$ cat config.mk
export PLATFORM = sky130hd
export DESIGN_NAME = stream_tx_port
export DESIGN_NICKNAME = d
export VERILOG_FILES = /design/src/rtl/stream_tx_port.sv
export SDC_FILE = /design/constraint.sdc
export NUM_CORES = 1
export LEC_CHECK = 0
export BUFFER_PORTS_ARGS = -buffer_cell sky130_fd_sc_hd__buf_2
export CAP_MARGIN = 20
export CELL_PAD_IN_SITES_DETAIL_PLACEMENT = 0
export CELL_PAD_IN_SITES_GLOBAL_PLACEMENT = 1
export CORE_MARGIN = 3
export CORE_UTILIZATION = 51
export DETAILED_ROUTE_END_ITERATION = 16
export HOLD_SLACK_MARGIN = 0.12
export PLACE_DENSITY = 0.88
export SLEW_MARGIN = 20
export SYNTH_ARGS = -nofsm -noshare
export SYNTH_HDL_FRONTEND = slang
export SYNTH_SLANG_ARGS = --single-unit
$ cat constraint.sdc
create_clock -name clk -period 5.3 [get_ports clk]
set_clock_uncertainty 0.1 [all_clocks]
set_input_delay 1.325 -clock clk [delete_from_list [all_inputs] [get_ports clk]]
set_output_delay 1.325 -clock clk [all_outputs]
set_load 0.005 [all_outputs]
$ cat src/rtl/stream_tx_port.sv
// stream_tx_port: CPU-written queue driving a valid/ready stream, push-to-valid latency 1 cycle.
// Stalls CPU data writes while full and holds dout under back-pressure. STREAM_TX_GATE_VALID_EN also gates val_out with ready_downward.
module stream_tx_port #(
   parameter int PAYLOAD_BITS = 32,
   parameter int ADDR_BITS    = 3
) (
   input  logic                    clk,
   input  logic                    rst_n,
   input  logic                    cpu_we,
   input  logic [1:0]              cpu_addr,
   input  logic [31:0]             cpu_wdata,
   output logic [31:0]             cpu_rdata,
   output logic                    cpu_stall,
   output logic [PAYLOAD_BITS-1:0] dout,
   output logic                    val_out,
   input  logic                    ready_downward
);

   localparam int DEPTH = 2 ** ADDR_BITS;
   localparam logic [ADDR_BITS:0] FULL_CNT = (ADDR_BITS + 1)'(DEPTH);

   logic [PAYLOAD_BITS-1:0] mem [DEPTH];
   logic [ADDR_BITS-1:0]    rd_ptr;
   logic [ADDR_BITS-1:0]    wr_ptr;
   logic [ADDR_BITS:0]      count;
   logic [31:0]             txcnt;
   logic                    enable;
   logic                    empty;
   logic                    full;
   logic                    data_wr;
   logic                    push;
   logic                    pop;
   logic                    flush;
   logic                    txcnt_clr;
   logic [PAYLOAD_BITS-1:0] push_word;

   generate
      if (PAYLOAD_BITS > 32) begin : g_wide
         assign push_word = {{(PAYLOAD_BITS-32){1'b0}}, cpu_wdata};
      end else begin : g_narrow
         assign push_word = cpu_wdata[PAYLOAD_BITS-1:0];
      end
   endgenerate

   // Full comes from the registered count, so a pop in the same cycle does not unblock a push.
   assign empty     = (count == '0);
   assign full      = (count == FULL_CNT);
   assign data_wr   = cpu_we && (cpu_addr == 2'd0);
   assign push      = data_wr && !full;
   assign cpu_stall = data_wr && full;
   assign flush     = cpu_we && (cpu_addr == 2'd3) && cpu_wdata[1];
   assign txcnt_clr = cpu_we && (cpu_addr == 2'd2);

`ifdef STREAM_TX_GATE_VALID_EN
   assign val_out = !empty && enable && ready_downward;
`else
   assign val_out = !empty && enable;
`endif

   assign pop  = val_out && ready_downward;
   assign dout = empty ? '0 : mem[rd_ptr];

   always_ff @(posedge clk) begin
      if (push) begin
         mem[wr_ptr] <= push_word;
      end
   end

   always_ff @(posedge clk or negedge rst_n) begin
      if (!rst_n) begin
         rd_ptr <= '0;
         wr_ptr <= '0;
         count  <= '0;
      end else if (flush) begin
         rd_ptr <= '0;
         wr_ptr <= '0;
         count  <= '0;
      end else begin
         if (push) begin
            wr_ptr <= wr_ptr + 1'b1;
         end
         if (pop) begin
            rd_ptr <= rd_ptr + 1'b1;
         end
         case ({push, pop})
            2'b10:   count <= count + 1'b1;
            2'b01:   count <= count - 1'b1;
            default: count <= count;
         endcase
      end
   end

   // A flush does not cancel a same-edge transfer, so TXCNT still counts it.
   always_ff @(posedge clk or negedge rst_n) begin
      if (!rst_n) begin
         txcnt  <= '0;
         enable <= 1'b1;
      end else begin
         if (txcnt_clr) begin
            txcnt <= '0;
         end else if (pop) begin
            txcnt <= txcnt + 1'b1;
         end
         if (cpu_we && (cpu_addr == 2'd3)) begin
            enable <= cpu_wdata[0];
         end
      end
   end

   always_comb begin
      cpu_rdata = '0;
      case (cpu_addr)
         2'd1: begin
            cpu_rdata[0]             = empty;
            cpu_rdata[1]             = full;
            cpu_rdata[8+ADDR_BITS:8] = count;
         end
         2'd2:    cpu_rdata    = txcnt;
         2'd3:    cpu_rdata[0] = enable;
         default: cpu_rdata    = '0;
      endcase
   end

endmodule
; ---- After elaboration in Yosys (flattened, before gate mapping)
; Memory sizes are Yosys's and may differ from the RTL's.
; Index checks and enable logic that the tools add are counted.
[classes]
n_addsub = 5
eq_ne = 6
mux = 16
reduce_logical = 16
[op_table]
columns = cell, n
row1 = 32-bit 2-to-1 mux, 3
row2 = 32-bit by 1-bit adder with 32-bit output (second input constant), 1
row3 = 20-bit 2-to-1 mux, 1
row4 = 4-bit case mux with 2 select lines, 2
row5 = 3-bit 2-to-1 mux, 4
row6 = 1-bit logical AND, 8
row7 = 3-bit by 1-bit adder with 3-bit output (second input constant), 2
row8 = 2-bit == test (second input constant), 3
row9 = 6-bit 2-to-1 mux, 1
row10 = 2-bit nonzero test, 3
row11 = 4-bit by 1-bit adder with 4-bit output (second input constant), 1
row12 = 2-bit by 1-bit == test with 1-bit output (second input constant), 2
row13 = 4-bit == test (second input constant), 1
row14 = 4-bit logical NOT, 1
row15 = 4-bit 2-to-1 mux, 1
row16 = 4-bit by 1-bit subtractor with 4-bit output (second input constant), 1
row17 = 1-bit case mux with 3 select lines, 1
row18 = 3-bit nonzero test, 1
row19 = 1-bit logical NOT, 2
row20 = 2-bit logical NOT, 1
row21 = 1-bit 2-to-1 mux, 2
row22 = 1-bit case mux with 2 select lines, 1
[totals]
reg_bits = 43
ram_bits = 256
inputBits = 38
output_inout_bits = 66
memories = 1
[mem_list]
columns = memory, depth, word_bits, rd, rd_clocked_by_memory_dff, write_ports, line_no
row1 = mem, 8, 32, 1, 0, 1, 22  ; logic [PAYLOAD_BITS-1:0] mem [DEPTH];

; ---- Logic depth before layout (Yosys ltp)
; Gate-level depths: netlist of run 1.
[depth]
ltp_word = 7
depth_mapped = 9
ltp_nobuf = 9

; ---- Worst setup path before layout of run 1
; No wires, ideal clock.
[synth_path]
path_kind = input to register
start = input port cpu_addr[0]
end = memory mem[0][0], enable pin
setup_time_ns = 0.501
t_arrival_ns = 4.940
required_time_ns = 4.699
path_slack_ns = -0.242
path_stages = 5
path_buffers = 0
path_cell_list = inv_1 -> ha_1 -> and2_1 -> nand2_1 -> nor4_1
[synth_via]
elab_chain_len = 5
[synth_lines]
columns = element, line_no
row1 = from (decl), 10  ; input logic [1:0] cpu_addr,
row2 = 2-bit logical NOT, 48  ; assign data_wr = cpu_we && (cpu_addr == 2'd0);
row3 = 1-bit logical AND, 48
row4 = 1-bit logical AND, 49  ; assign push = data_wr && !full;
row5 = 1-bit 2-to-1 mux, 64  ; if (push) begin
row6 = 1-bit 2-to-1 mux (implied by the code), 65  ; mem[wr_ptr] <= push_word;
row7 = to (decl), 22
; No other way between the ends.

; ---- Final worst setup path of run 1
[layout_path]
start = register rd_ptr[0]
end = output port dout[21]
[layout_via]
elab_chain_len = 2
[layout_lines]
columns = element, line_no
row1 = from (decl), 23  ; logic [ADDR_BITS-1:0] rd_ptr;
row2 = from (signal assigned), 83  ; rd_ptr <= rd_ptr + 1'b1;
row3 = memory read 8 x 32 bit, n/a
row4 = 32-bit 2-to-1 mux, 61  ; assign dout = empty ? '0 : mem[rd_ptr];
row5 = to (decl), 14  ; output logic [PAYLOAD_BITS-1:0] dout,
; No other way between the ends.

==> impl_results.md, run 1 <==
- Run status: complete, no violations
- Count of different cell masters after synthesis: 51
- Die X-Extent: 162 um
- Pin count of the biggest net entering global routing: 44
- Cell-internal power: 4670 uW
- Switching pwr: 1840 uW
- Kind of launch point of the worst setup path: flop
- Y dimension of the die: 162 um
- FILL cells: 1,716
- Relative contribution of sequential cells to total power: 44.5%
- Cell area reported after detailed placement: 0.0134 mm^2
- Final HPWL DP: 14,000 um
- Global-route wire length before repair: 39,000 um
- Number of buffers on the longest clock path: 3
- Initial DRC count: 491
- Antenna violation net count after detailed routing: 0
- Core Region: 0.0238 mm^2
- Count of maximum capacitance violations: 0
- Number of flops mapped to enable cells by yosys: 256
- Leading area contributor after synthesis: sky130_fd_sc_hd__edfxtp_1
- Total length of routed wires: 25,000 um
- Leading cell types by total area after synthesis: sky130_fd_sc_hd__edfxtp_1, sky130_fd_sc_hd__mux4_2, sky130_fd_sc_hd__dfrtp_1, sky130_fd_sc_hd__mux2i_1, sky130_fd_sc_hd__nor2_1
- Final-report max-slew violation count: 0
- Power per standard cell area: 451 mW/mm^2
- Register Area: 0.00877 mm^2
- Area delta synth->final: 16.0%
- Share of layout cells above drive strength 1: 29.9%
- Final hold vios: 0
- Critical Path RT: 3880 ps
- Critical path arrival: 2640 ps
- Hold Crit Class: flop to flop
- Mapped cell area: 0.0124 mm^2
- Placer's final routability congestion estimate: 0.767
- Number of H-tree levels: 1
- Max frequency: 246 MHz
- Worst Setup End Kind: output pin
- Post-cts gate resize count: 0
- Top_reg_cell synth: sky130_fd_sc_hd__edfxtp_1
- Number of setup violations in the final report: 0
- Non-Filler Cell Area, Final: 0.0144 mm^2
- I/O Buffers: 103
- Crit path time final: 4060 ps
- Routed wire per std cell: 21.1 um
- Initial core utilization: 52.4%
- Tightest slew margin relative to the limit: 35.9%
- Via density per instance: 5.82
- Most numerous cell in the Yosys netlist: sky130_fd_sc_hd__edfxtp_1
- Switching power as a share of total power: 28.3%
- Area taken by multi-input logic gates: 0.00357 mm^2
- Boundary Pins: 104
- Most numerous cell types in the synthesized netlist: sky130_fd_sc_hd__edfxtp_1, sky130_fd_sc_hd__mux4_2, sky130_fd_sc_hd__nor2_1
- Detailed-route DRC error count: 0
- Total number of yosys warnings: 0
- Worst-path maximum fanout: 22
- Final period util: 76.6%
- Final layout net count: 882
- Number of clock sinks: 299
- Clk network pwr share: 31.9%
- R2R setup slack: 2550 ps
- Mean area per synthesized cell: 17.2 um^2
- Worst-skew pair later-pin latency: 550 ps
- Type of the worst setup path: flop to output pin
- Standard-cell rows: 56
- #FFs+latches synth: 299
- Initial antenna violation count: 4
- Asr flop ratio synth: 14.4%
- Slew at the pin closest to its max-slew limit: 961 ps
- CTS buffer count: 30
- Root Driver: sky130_fd_sc_hd__clkbuf_16
- GRT overflow: 0
- Peak supply drop: 0.343 mV
- Clock transition at path regs: 60 ps
- Sequential share of the synthesized area: 70.4%
- Area fraction of the dominant cell type after synthesis: 61.8%
- Cell count after synthesis: 722
- Total negative slack: 0 ps
- Number of vias in the routed layout: 6,863
- Vias in the first global route: 6,858
- Gr usage total: 19.0%
- Number of hold buffers added after CTS: 0
- RSZ-0062 raised after global routing: no
- Comb pwr share: 23.6%
- Post-CTS setup buffer count: 0
- Total nets after synthesis: 768
- Die outline area: 0.0263 mm^2
- Router iterations before antenna repair: 5
- Leakage: 0.00504 uW
- Clock tree from TritonCTS: done
-- cell type report --
type | instances | area share (%)
clock inverter | 23 | 1.59
multi-input combinational | 378 | 24.7
tap | 319 | 2.76
antenna | 2 | 0.0347
timing repair buffer | 121 | 4.77
inverter | 6 | 0.156
clock buffer | 32 | 5.25
sequential | 299 | 60.7
-- logic make-up after synthesis --
group | count (synthesis) | synth area share [%]
simple gates | 198 | 8.46
buf+inv | 45 | 1.52
xor+xnor | 11 | 0.774
fa+ha+maj | 8 | 0.804
compound gates | 57 | 3.22
mux | 104 | 14.8
flops | 299 | 70.4
-- layout by cell type, fill, tap and decap left out, types with 6 or more instances in the layout --
cell / n
sky130_fd_sc_hd__dfrtp_1: 39
sky130_fd_sc_hd__or3_1: 9
sky130_fd_sc_hd__o41ai_1: 6
sky130_fd_sc_hd__nand2_1: 31
sky130_fd_sc_hd__nand3_1: 12
sky130_fd_sc_hd__a21oi_1: 17
sky130_fd_sc_hd__nor3_1: 6
sky130_fd_sc_hd__clkinv_2: 9
sky130_fd_sc_hd__buf_4: 15
sky130_fd_sc_hd__nor2b_1: 6
sky130_fd_sc_hd__clkbuf_16: 30
sky130_fd_sc_hd__a22oi_1: 6
sky130_fd_sc_hd__nor2_1: 52
sky130_fd_sc_hd__inv_1: 6
sky130_fd_sc_hd__or4_1: 7
sky130_fd_sc_hd__xnor2_1: 6
sky130_fd_sc_hd__mux4_2: 64
sky130_fd_sc_hd__nand4_1: 9
sky130_fd_sc_hd__mux2i_1: 38
sky130_fd_sc_hd__buf_2: 103
sky130_fd_sc_hd__o21ai_0: 9
sky130_fd_sc_hd__nand2b_1: 10
sky130_fd_sc_hd__edfxtp_1: 256
sky130_fd_sc_hd__and2_1: 29
sky130_fd_sc_hd__ha_1: 8
-- worst max-delay path, stage by stage, from the launching register on --
cell and delay, ps:
sky130_fd_sc_hd__dfrtp_4 590, sky130_fd_sc_hd__buf_4 460, sky130_fd_sc_hd__mux4_2 570, sky130_fd_sc_hd__mux2i_1 170, sky130_fd_sc_hd__nor2_1 100, sky130_fd_sc_hd__buf_2 170
-- sequential cells by signal (all words and copies together) (netlist names) --
name / cells
enable: 1
wr_ptr: 3
rd_ptr: 3
mem: 256
count: 4
txcnt: 32
-- per-layer routing --
metal  up-vias  share of wire [%]  global-route usage, %
li1       3098                  -                      -
met1      3505                 43                   27.1
met2       212                 49                   31.1
met3        44                5.9                   2.91
met4         4                2.0                   4.92
met5         -               0.11                      0
-- worst paths after layout --
kind                                 from        end  cells past startpoint
worst max-delay path            rd_ptr[0]   dout[21]                      5
worst min-delay path            txcnt[31]  txcnt[31]                      2
worst max register to register   count[0]   count[2]                      7
worst min register to register  txcnt[31]  txcnt[31]                      2
max in group asynchronous           rst_n     enable                      2
min in group asynchronous           rst_n   txcnt[6]                      1
-- power groups by stage --
stage | sequential [uW] | clock, uW | combinational [uW]
5_1_grt | 2920 | 2210 | 1680
6_report | 2900 | 2080 | 1530
2_1_floorplan | 2770 | 0 | 1160
3_3_place_gp | 2940 | 0 | 1530
3_5_place_dp | 2950 | 0 | 1550
4_1_cts | 2900 | 2120 | 1570
-- through the flow --
stage	std cells	hold WS [ps]	utilization (%)	total power (uW)	setup WS, ps
5_1_grt	1180	463	60.8	6820	1020
4_1_cts	1177	445	60.7	6590	1170
6_report	1180	443	60.8	6510	1240
3_5_place_dp	1122	434	56.5	4500	1460
3_3_place_gp	1122	430	56.5	4480	1540
2_1_floorplan	722	404	-	3940	579
No activity file was read; power rests on OpenSTA's default activity.
==> run 2, diff against run 1 <==
--- a/config.mk
+++ b/config.mk
@@ -5,15 +5,16 @@
 export SDC_FILE = /design/constraint.sdc
 export NUM_CORES = 1
 export LEC_CHECK = 0
+export ABC_AREA = 1
 export BUFFER_PORTS_ARGS = -buffer_cell sky130_fd_sc_hd__buf_2
 export CAP_MARGIN = 20
 export CELL_PAD_IN_SITES_DETAIL_PLACEMENT = 0
 export CELL_PAD_IN_SITES_GLOBAL_PLACEMENT = 1
 export CORE_MARGIN = 3
-export CORE_UTILIZATION = 51
+export CORE_UTILIZATION = 48
 export DETAILED_ROUTE_END_ITERATION = 16
 export HOLD_SLACK_MARGIN = 0.12
-export PLACE_DENSITY = 0.88
+export PLACE_DENSITY = 0.89
 export SLEW_MARGIN = 20
 export SYNTH_ARGS = -nofsm -noshare
 export SYNTH_HDL_FRONTEND = slang
==> constraint.sdc (replaced) <==
create_clock -name clk -period 4.2 [get_ports clk]
set_clock_uncertainty 0.1 [all_clocks]
set_input_delay 1.05 -clock clk [delete_from_list [all_inputs] [get_ports clk]]
set_output_delay 1.05 -clock clk [all_outputs]
set_load 0.005 [all_outputs]
==> impl_results.md, run 2 <==
- Run status: complete, no violations (unchanged)
- Tightest slew margin relative to the limit: 41.4% (was 35.9%)
- Number of H-tree levels: 1 (unchanged)
- Layout Cells excl Fill: 1,633 (was 1,180)
- Beginning of the critical path: rd_ptr[0] (unchanged)
- Cell-internal power: 5670 uW (was 4670 uW)
- Die outline area: 0.0287 mm^2 (was 0.0263 mm^2)
- Cell count after synthesis: 1,180 (was 722)
- CTS buffer count: 30 (unchanged)
- Core Region: 0.0261 mm^2 (was 0.0238 mm^2)
- Kind of launch point of the worst setup path: flop (unchanged)
- Reg2reg start: count[0] (unchanged)
- Most numerous cell types in the synthesized netlist: sky130_fd_sc_hd__edfxtp_1, sky130_fd_sc_hd__nor2_1, sky130_fd_sc_hd__o21ai_0 (was sky130_fd_sc_hd__edfxtp_1, sky130_fd_sc_hd__mux4_2, sky130_fd_sc_hd__nor2_1)
- Number of flops mapped to enable cells by yosys: 256 (unchanged)
- Number of vias in the routed layout: 9,229 (was 6,863)
- Via density per instance: 5.65 (was 5.82)
- Total length of routed wires: 29,300 um (was 25,000 um)
- Worst-skew pair later-pin latency: 540 ps (was 550 ps)
- Leading cell types by total area after synthesis: sky130_fd_sc_hd__edfxtp_1, sky130_fd_sc_hd__dfrtp_1, sky130_fd_sc_hd__nor2_1, sky130_fd_sc_hd__o21ai_0, sky130_fd_sc_hd__nand2_1 (was sky130_fd_sc_hd__edfxtp_1, sky130_fd_sc_hd__mux4_2, sky130_fd_sc_hd__dfrtp_1, sky130_fd_sc_hd__mux2i_1, sky130_fd_sc_hd__nor2_1)
- I/O Buffers: 103 (unchanged)
- Root Driver: sky130_fd_sc_hd__clkbuf_16 (unchanged)
- Type of the worst setup path: flop to output pin (unchanged)
- Worst Setup End Kind: output pin (unchanged)
- GRT overflow: 0 (unchanged)
- Area delta synth->final: 14.9% (was 16.0%)
- Commonest non-fill, non-tap cells in the layout: sky130_fd_sc_hd__edfxtp_1, sky130_fd_sc_hd__nor2_1, sky130_fd_sc_hd__o21ai_0 (was sky130_fd_sc_hd__edfxtp_1, sky130_fd_sc_hd__buf_2, sky130_fd_sc_hd__mux4_2)
- Gr usage total: 20.2% (was 19.0%)
- Critical path arrival: 2630 ps (was 2640 ps)
- Number of hold buffers added after CTS: 0 (unchanged)
- Peak supply drop: 0.383 mV (was 0.343 mV)
- Crit path time final: 3780 ps
- Max frequency: 265 MHz
- #FFs+latches synth: 299 (unchanged)
- Total nets after synthesis: 1,226 (was 768)
- Detailed-route DRC error count: 0 (unchanged)
- R2R setup slack: 1230 ps (was 2550 ps)
- Count of different cell masters after synthesis: 39 (was 51)
- End point of the critical path: dout[28] (was dout[21])
- Switching pwr: 2940 uW (was 1840 uW)
- Router iterations before antenna repair: 5 (unchanged)
- Power per standard cell area: 584 mW/mm^2 (was 451 mW/mm^2)
- Total negative slack: 0 ps (unchanged)
- Endpoint of the worst-slack reg-to-reg timing path: count[2] (unchanged)
- Initial DRC count: 819 (was 491)
- Mapped cell area: 0.0128 mm^2 (was 0.0124 mm^2)
- Final HPWL DP: 17,300 um (was 14,000 um)
- Most numerous cell in the Yosys netlist: sky130_fd_sc_hd__edfxtp_1 (unchanged)
- Hold Crit Class: primary input to async pin (was flop to flop)
- Vias in the first global route: 9,043 (was 6,858)
- Final hold vios: 0 (unchanged)
- Clock transition at path regs: 60 ps (about the same)
- Clock tree from TritonCTS: done (unchanged)
- Pin count of the biggest net entering global routing: 99 (was 44)
- RSZ-0062 raised after global routing: no (unchanged)
- Number of setup violations in the final report: 0 (unchanged)
- Worst-path maximum fanout: 98 (was 22)
- Share of layout cells above drive strength 1: 15.5% (was 29.9%)
- Final layout net count: 1,321 (was 882)
- Total number of yosys warnings: 0 (unchanged)
- Initial antenna violation count: 1 (was 4)
- Top_reg_cell synth: sky130_fd_sc_hd__edfxtp_1 (unchanged)
- Final period util: 89.9%
- Post-CTS setup buffer count: 0 (unchanged)
- Leading area contributor after synthesis: sky130_fd_sc_hd__edfxtp_1 (unchanged)
- Antenna violation net count after detailed routing: 0 (unchanged)
- Y dimension of the die: 170 um (was 162 um)
- Count of maximum capacitance violations: 0 (unchanged)
- Boundary Pins: 104 (unchanged)
- Asr flop ratio synth: 14.4% (unchanged)
- Area fraction of the dominant cell type after synthesis: 59.9% (was 61.8%)
- Most frequent standard cell in the layout excluding fill and tap cells: sky130_fd_sc_hd__edfxtp_1 (unchanged)
- Post-cts gate resize count: 0 (unchanged)
- FILL cells: 2,149 (was 1,716)
- Sequential share of the synthesized area: 68.3% (was 70.4%)
- Routed wire per std cell: 18.0 um (was 21.1 um)
- Initial core utilization: 49.1% (was 52.4%)
- Placed insts: 1,578 (was 1,122)
- Clk network pwr share: 28.3% (was 31.9%)
- Switching power as a share of total power: 34.1% (was 28.3%)
- Number of clock sinks: 299 (unchanged)
- Relative contribution of sequential cells to total power: 41.2% (was 44.5%)
- Register name with the most flops: mem (unchanged)
- Comb pwr share: 30.5% (was 23.6%)
- Biggest registers after layout: mem: 256 flops, txcnt: 32 flops, count: 4 flops (unchanged)
- Standard-cell rows: 59 (was 56)
- Number of buffers on the longest clock path: 3 (unchanged)
- Slew at the pin closest to its max-slew limit: 877 ps (was 961 ps)
- Global-route wire length before repair: 46,600 um (was 39,000 um)
- Critical Path RT: 3050 ps (was 3880 ps)
- Die X-Extent: 170 um (was 162 um)
- Leakage: 0.00555 uW (was 0.00504 uW)
- Placer's final routability congestion estimate: 0.814 (was 0.767)
- Flip-flop count of the largest register after layout: 256 (unchanged)
- Mean area per synthesized cell: 10.9 um^2 (was 17.2 um^2)
- Final-report max-slew violation count: 0 (unchanged)
- Number of cells on the worst reg-to-reg path: 12 (was 7)
[run 2: per-stage QoR]
step / util (%) / setup WS, ps / total power (uW) / hold slack [ps] / cell area (um^2)
6_report: 56.4 / 424 / 8610 / 406 / 14800
2_1_floorplan: - / 637 / 5200 / 376 / 12800
3_3_place_gp: 53.0 / 968 / 6150 / 404 / 13800
5_1_grt: 56.4 / 242 / 9100 / 437 / 14700
3_5_place_dp: 53.0 / 930 / 6210 / 417 / 13800
4_1_cts: 56.4 / 429 / 8640 / 426 / 14700
[run 2: worst min-delay path by stage]
stage,startpoint,to,slack (ps),depth (start not counted)
finish,rst_n,txcnt[18],410,1
global route,rst_n,txcnt[25],440,1
CTS,enable,enable,430,2
detailed placement,enable,enable,420,2
global placement,enable,enable,400,2
floorplan,txcnt[11],txcnt[11],380,1
[run 2: final cells by class]
cell class              instances  area (um^2)  share of cell area (%)
diodes                          1         2.50                  0.0170
multi-input cells             744         3600                    24.4
repair buffers                124          776                    5.26
inverters                      76          287                    1.94
flip-flops and latches        299         8770                    59.4
well taps                     335          419                    2.84
clock buffers                  41          833                    5.65
clock inverters                13         67.6                   0.458
[run 2: kinds of logic (layout without fill, tap and decap cells)]
kind of cell / after synthesis / after routing / synth area share [%]
adder cells (fa/ha/maj): 8 / 8 / 0.780
XOR/XNOR: 4 / 4 / 0.273
AND/OR/NAND/NOR: 450 / 450 / 14.8
AO/OA/AOI/OAI: 282 / 282 / 11.7
buffers and inverters: 137 / 254 / 4.14
other: 0 / 1 / 0
flip-flops: 299 / 299 / 68.3
[run 2: power groups by stage]
stage          registers (uW)  logic (uW)  clock network (uW)
3_5_place_dp             3600        2610                   0
6_report                 3540        2630                2440
5_1_grt                  3560        2940                2600
2_1_floorplan            3520        1680                   0
3_3_place_gp             3600        2550                   0
4_1_cts                  3540        2640                2470
[run 2: metal layers]
metal	vias up	GRT usage (%)	wire length (um)
li1	4343	-	-
met1	4472	27.3	12400
met2	358	34.1	14400
met3	54	2.98	1990
met4	2	6.01	584
met5	-	0	13
[run 2: worst max-delay path, cell delays in order, from the launching register on]
cell	delay (ps)
sky130_fd_sc_hd__dfrtp_4	670
sky130_fd_sc_hd__clkinv_2	140
sky130_fd_sc_hd__buf_12	330
sky130_fd_sc_hd__o21ai_0	150
sky130_fd_sc_hd__o22ai_1	190
sky130_fd_sc_hd__o21ai_0	160
sky130_fd_sc_hd__a31oi_1	250
sky130_fd_sc_hd__buf_2	150
==> run 3, diff against run 2 <==
--- a/config.mk
+++ b/config.mk
@@ -8,13 +8,12 @@
 export ABC_AREA = 1
 export BUFFER_PORTS_ARGS = -buffer_cell sky130_fd_sc_hd__buf_2
 export CAP_MARGIN = 20
-export CELL_PAD_IN_SITES_DETAIL_PLACEMENT = 0
-export CELL_PAD_IN_SITES_GLOBAL_PLACEMENT = 1
 export CORE_MARGIN = 3
-export CORE_UTILIZATION = 48
+export CORE_UTILIZATION = 52
 export DETAILED_ROUTE_END_ITERATION = 16
 export HOLD_SLACK_MARGIN = 0.12
-export PLACE_DENSITY = 0.89
+export PLACE_DENSITY = 0.8
+export SETUP_SLACK_MARGIN = 0.02
 export SLEW_MARGIN = 20
 export SYNTH_ARGS = -nofsm -noshare
 export SYNTH_HDL_FRONTEND = slang
==> constraint.sdc (replaced) <==
create_clock -name clk -period 3.8 [get_ports clk]
set_clock_uncertainty 0.1 [all_clocks]
set_input_delay 0.95 -clock clk [delete_from_list [all_inputs] [get_ports clk]]
set_output_delay 0.95 -clock clk [all_outputs]
set_load 0.005 [all_outputs]
==> impl_results.md, run 3 (synthesized netlist as in run 2, its figures left out) <==
- Run status: complete, no violations (unchanged)
- Reg2reg start: count[2] (was count[0])
- Non-Filler Cell Area, Final: 0.0147 mm^2 (was 0.0148 mm^2)
- Worst-skew pair later-pin latency: 550 ps (was 540 ps)
- Number of cells on the worst reg-to-reg path: 12 (unchanged)
- GRT overflow: 0 (unchanged)
- Register name with the most flops: mem (unchanged)
- Met1 Track Usage GR: 29.7% (was 27.3%)
- Global-route wire length before repair: 46,000 um (was 46,600 um)
- Total negative slack: 0 ps (unchanged)
- Final period util: 94.8%
- Core Region: 0.0239 mm^2 (was 0.0261 mm^2)
- Vias in the first global route: 8,991 (was 9,043)
- Router iterations before antenna repair: 5 (unchanged)
- Final layout net count: 1,323 (was 1,321)
- Endpoint of the worst-slack reg-to-reg timing path: count[2] (unchanged)
- Post-CTS setup buffer count: 0 (unchanged)
- Initial core utilization: 53.7% (was 49.1%)
- Leakage: 0.00558 uW (was 0.00555 uW)
- Number of vias in the routed layout: 9,226 (was 9,229)
- Via density per instance: 5.70 (was 5.65)
- R2R setup slack: 930 ps (was 1230 ps)
- Y dimension of the die: 163 um (was 170 um)
- Gr usage total: 21.4% (was 20.2%)
- Slew at the pin closest to its max-slew limit: 784 ps (was 877 ps)
- Standard-cell rows: 56 (was 59)
- Hold slack: 338 ps (was 406 ps)
- Crit path time final: 3600 ps
- FILL cells: 1,823 (was 2,149)
- Total length of routed wires: 28,800 um (was 29,300 um)
- Routing layer with the top usage in global route: met2 (unchanged)
- Initial antenna violation count: 2 (was 1)
- Layout Cells excl Fill: 1,620 (was 1,633)
- CTS buffer count: 29 (was 30)
- Clock transition at path regs: 60 ps (about the same)
- Pin count of the biggest net entering global routing: 85 (was 99)
- Clk network pwr share: 28.9% (was 28.3%)
- Clock tree from TritonCTS: done (unchanged)
- Global routing met3 resource utilization: 3.70% (was 2.98%)
- Worst Setup End Kind: output pin (unchanged)
- Type of the worst setup path: flop to output pin (unchanged)
- Count of maximum capacitance violations: 0 (unchanged)
- Met2 track demand over resource: 35.4% (was 34.1%)
- Switching power as a share of total power: 34.1% (about the same)
- Max frequency: 278 MHz
- Area delta synth->final: 14.9% (about the same)
- Number of setup violations in the final report: 0 (unchanged)
- Power per standard cell area: 653 mW/mm^2 (was 584 mW/mm^2)
- Number of buffers on the longest clock path: 3 (unchanged)
- Tightest slew margin relative to the limit: 47.5% (was 41.4%)
- Die X-Extent: 163 um (was 170 um)
- Final HPWL DP: 16,900 um (was 17,300 um)
- Switching pwr: 3280 uW (was 2940 uW)
- Biggest registers after layout: mem: 256 flops, txcnt: 32 flops, count: 4 flops (unchanged)
- Critical Path RT: 2750 ps (was 3050 ps)
- Peak supply drop: 0.371 mV (was 0.383 mV)
- Routed wire per std cell: 17.8 um (was 18.0 um)
- Relative contribution of sequential cells to total power: 40.4% (was 41.2%)
- Comb pwr share: 30.7% (was 30.5%)
- Placed insts: 1,564 (was 1,578)
- Number of hold buffers added after CTS: 0 (unchanged)
- Share of layout cells above drive strength 1: 16.2% (was 15.5%)
- Flip-flop count of the largest register after layout: 256 (unchanged)
- Critical path arrival: 2550 ps (was 2630 ps)
- I/O Buffers: 103 (unchanged)
- Cell area reported after detailed placement: 0.0138 mm^2 (about the same)
- Detailed-route DRC error count: 0 (unchanged)
- Antenna violation net count after detailed routing: 0 (unchanged)
- Initial DRC count: 786 (was 819)
- RSZ-0062 raised after global routing: no (unchanged)
- Kind of launch point of the worst setup path: flop (unchanged)
- Root Driver: sky130_fd_sc_hd__clkbuf_16 (unchanged)
- Post-cts gate resize count: 0 (unchanged)
- Hold Crit Class: primary input to async pin (unchanged)
- Number of H-tree levels: 1 (unchanged)
- Cell-internal power: 6350 uW (was 5670 uW)
- Die outline area: 0.0266 mm^2 (was 0.0287 mm^2)
- Number of clock sinks: 299 (unchanged)
- Commonest non-fill, non-tap cells in the layout: sky130_fd_sc_hd__edfxtp_1, sky130_fd_sc_hd__nor2_1, sky130_fd_sc_hd__o21ai_0 (unchanged)
- Boundary Pins: 104 (unchanged)
- Most frequent standard cell in the layout excluding fill and tap cells: sky130_fd_sc_hd__edfxtp_1 (unchanged)
- Final hold vios: 0 (unchanged)
- Final-report max-slew violation count: 0 (unchanged)
- Worst-path maximum fanout: 65 (was 98)
- Placer's final routability congestion estimate: 0.876 (was 0.814)
[run 3: changes by cell type in the layout (fill, tap and decap cells not counted), moves of 2 or more]
cell                        change
sky130_fd_sc_hd__buf_4          +5
sky130_fd_sc_hd__bufinv_16      +2
sky130_fd_sc_hd__buf_6          +2
sky130_fd_sc_hd__clkinv_1       -2
sky130_fd_sc_hd__clkinv_2       +4
sky130_fd_sc_hd__clkbuf_1       -5
sky130_fd_sc_hd__buf_12         -7
[run 3: how the worst max path moves through the flow]
stage	start	endpoint	slack, ps
after floorplan	cpu_addr[0]	mem[1][0]	340
after global routing	rd_ptr[0]	dout[11]	40
after CTS	rd_ptr[0]	dout[31]	100
after detailed placement	rd_ptr[0]	dout[15]	710
after global placement	rd_ptr[0]	dout[0]	760
final	rd_ptr[1]	dout[15]	200
[run 3: metrics by stage]
step | total power [uW] | worst slack, ps | utilization [%]
after global routing | 10200 | 44.2 | 61.7
after CTS | 9630 | 100 | 61.5
after global placement | 6750 | 758 | 57.6
after floorplan | 5750 | 337 | -
final | 9630 | 196 | 61.7
after detailed placement | 6840 | 709 | 57.6
[run 3: cell type report]
cell class	count	area [um^2]	area share, %
Timing Repair Buffer	127	753	5.11
Antenna cell	1	2.50	0.0170
Tap cell	319	399	2.71
Inverter	76	288	1.95
Clock inverter	21	181	1.23
Sequential cell	299	8770	59.5
Clock buffer	33	751	5.09
Multi-Input combinational cell	744	3600	24.4
[run 3: routing by layer]
| metal | vias to the layer above | routed length (um) |
|---|---|---|
| met5 | - | 9 |
| met4 | 2 | 635 |
| met3 | 54 | 2200 |
| met2 | 368 | 14200 |
| met1 | 4457 | 11800 |
| li1 | 4345 | - |
[run 3: power by group through the flow]
stage,logic (uW),clock network [uW],registers [uW]
after floorplan,1860,0,3890
after global placement,2800,0,3950
after detailed placement,2890,0,3960
after CTS,2910,2830,3890
after global routing,3300,2950,3910
final,2960,2780,3890
[run 3: worst max-delay path, cell delays in order, from the launching register on]
cell,delay (ps)
sky130_fd_sc_hd__dfrtp_2,360
sky130_fd_sc_hd__buf_4,610
sky130_fd_sc_hd__o21ai_0,230
sky130_fd_sc_hd__o22ai_1,260
sky130_fd_sc_hd__o21ai_0,140
sky130_fd_sc_hd__a31oi_1,250
sky130_fd_sc_hd__buf_2,150
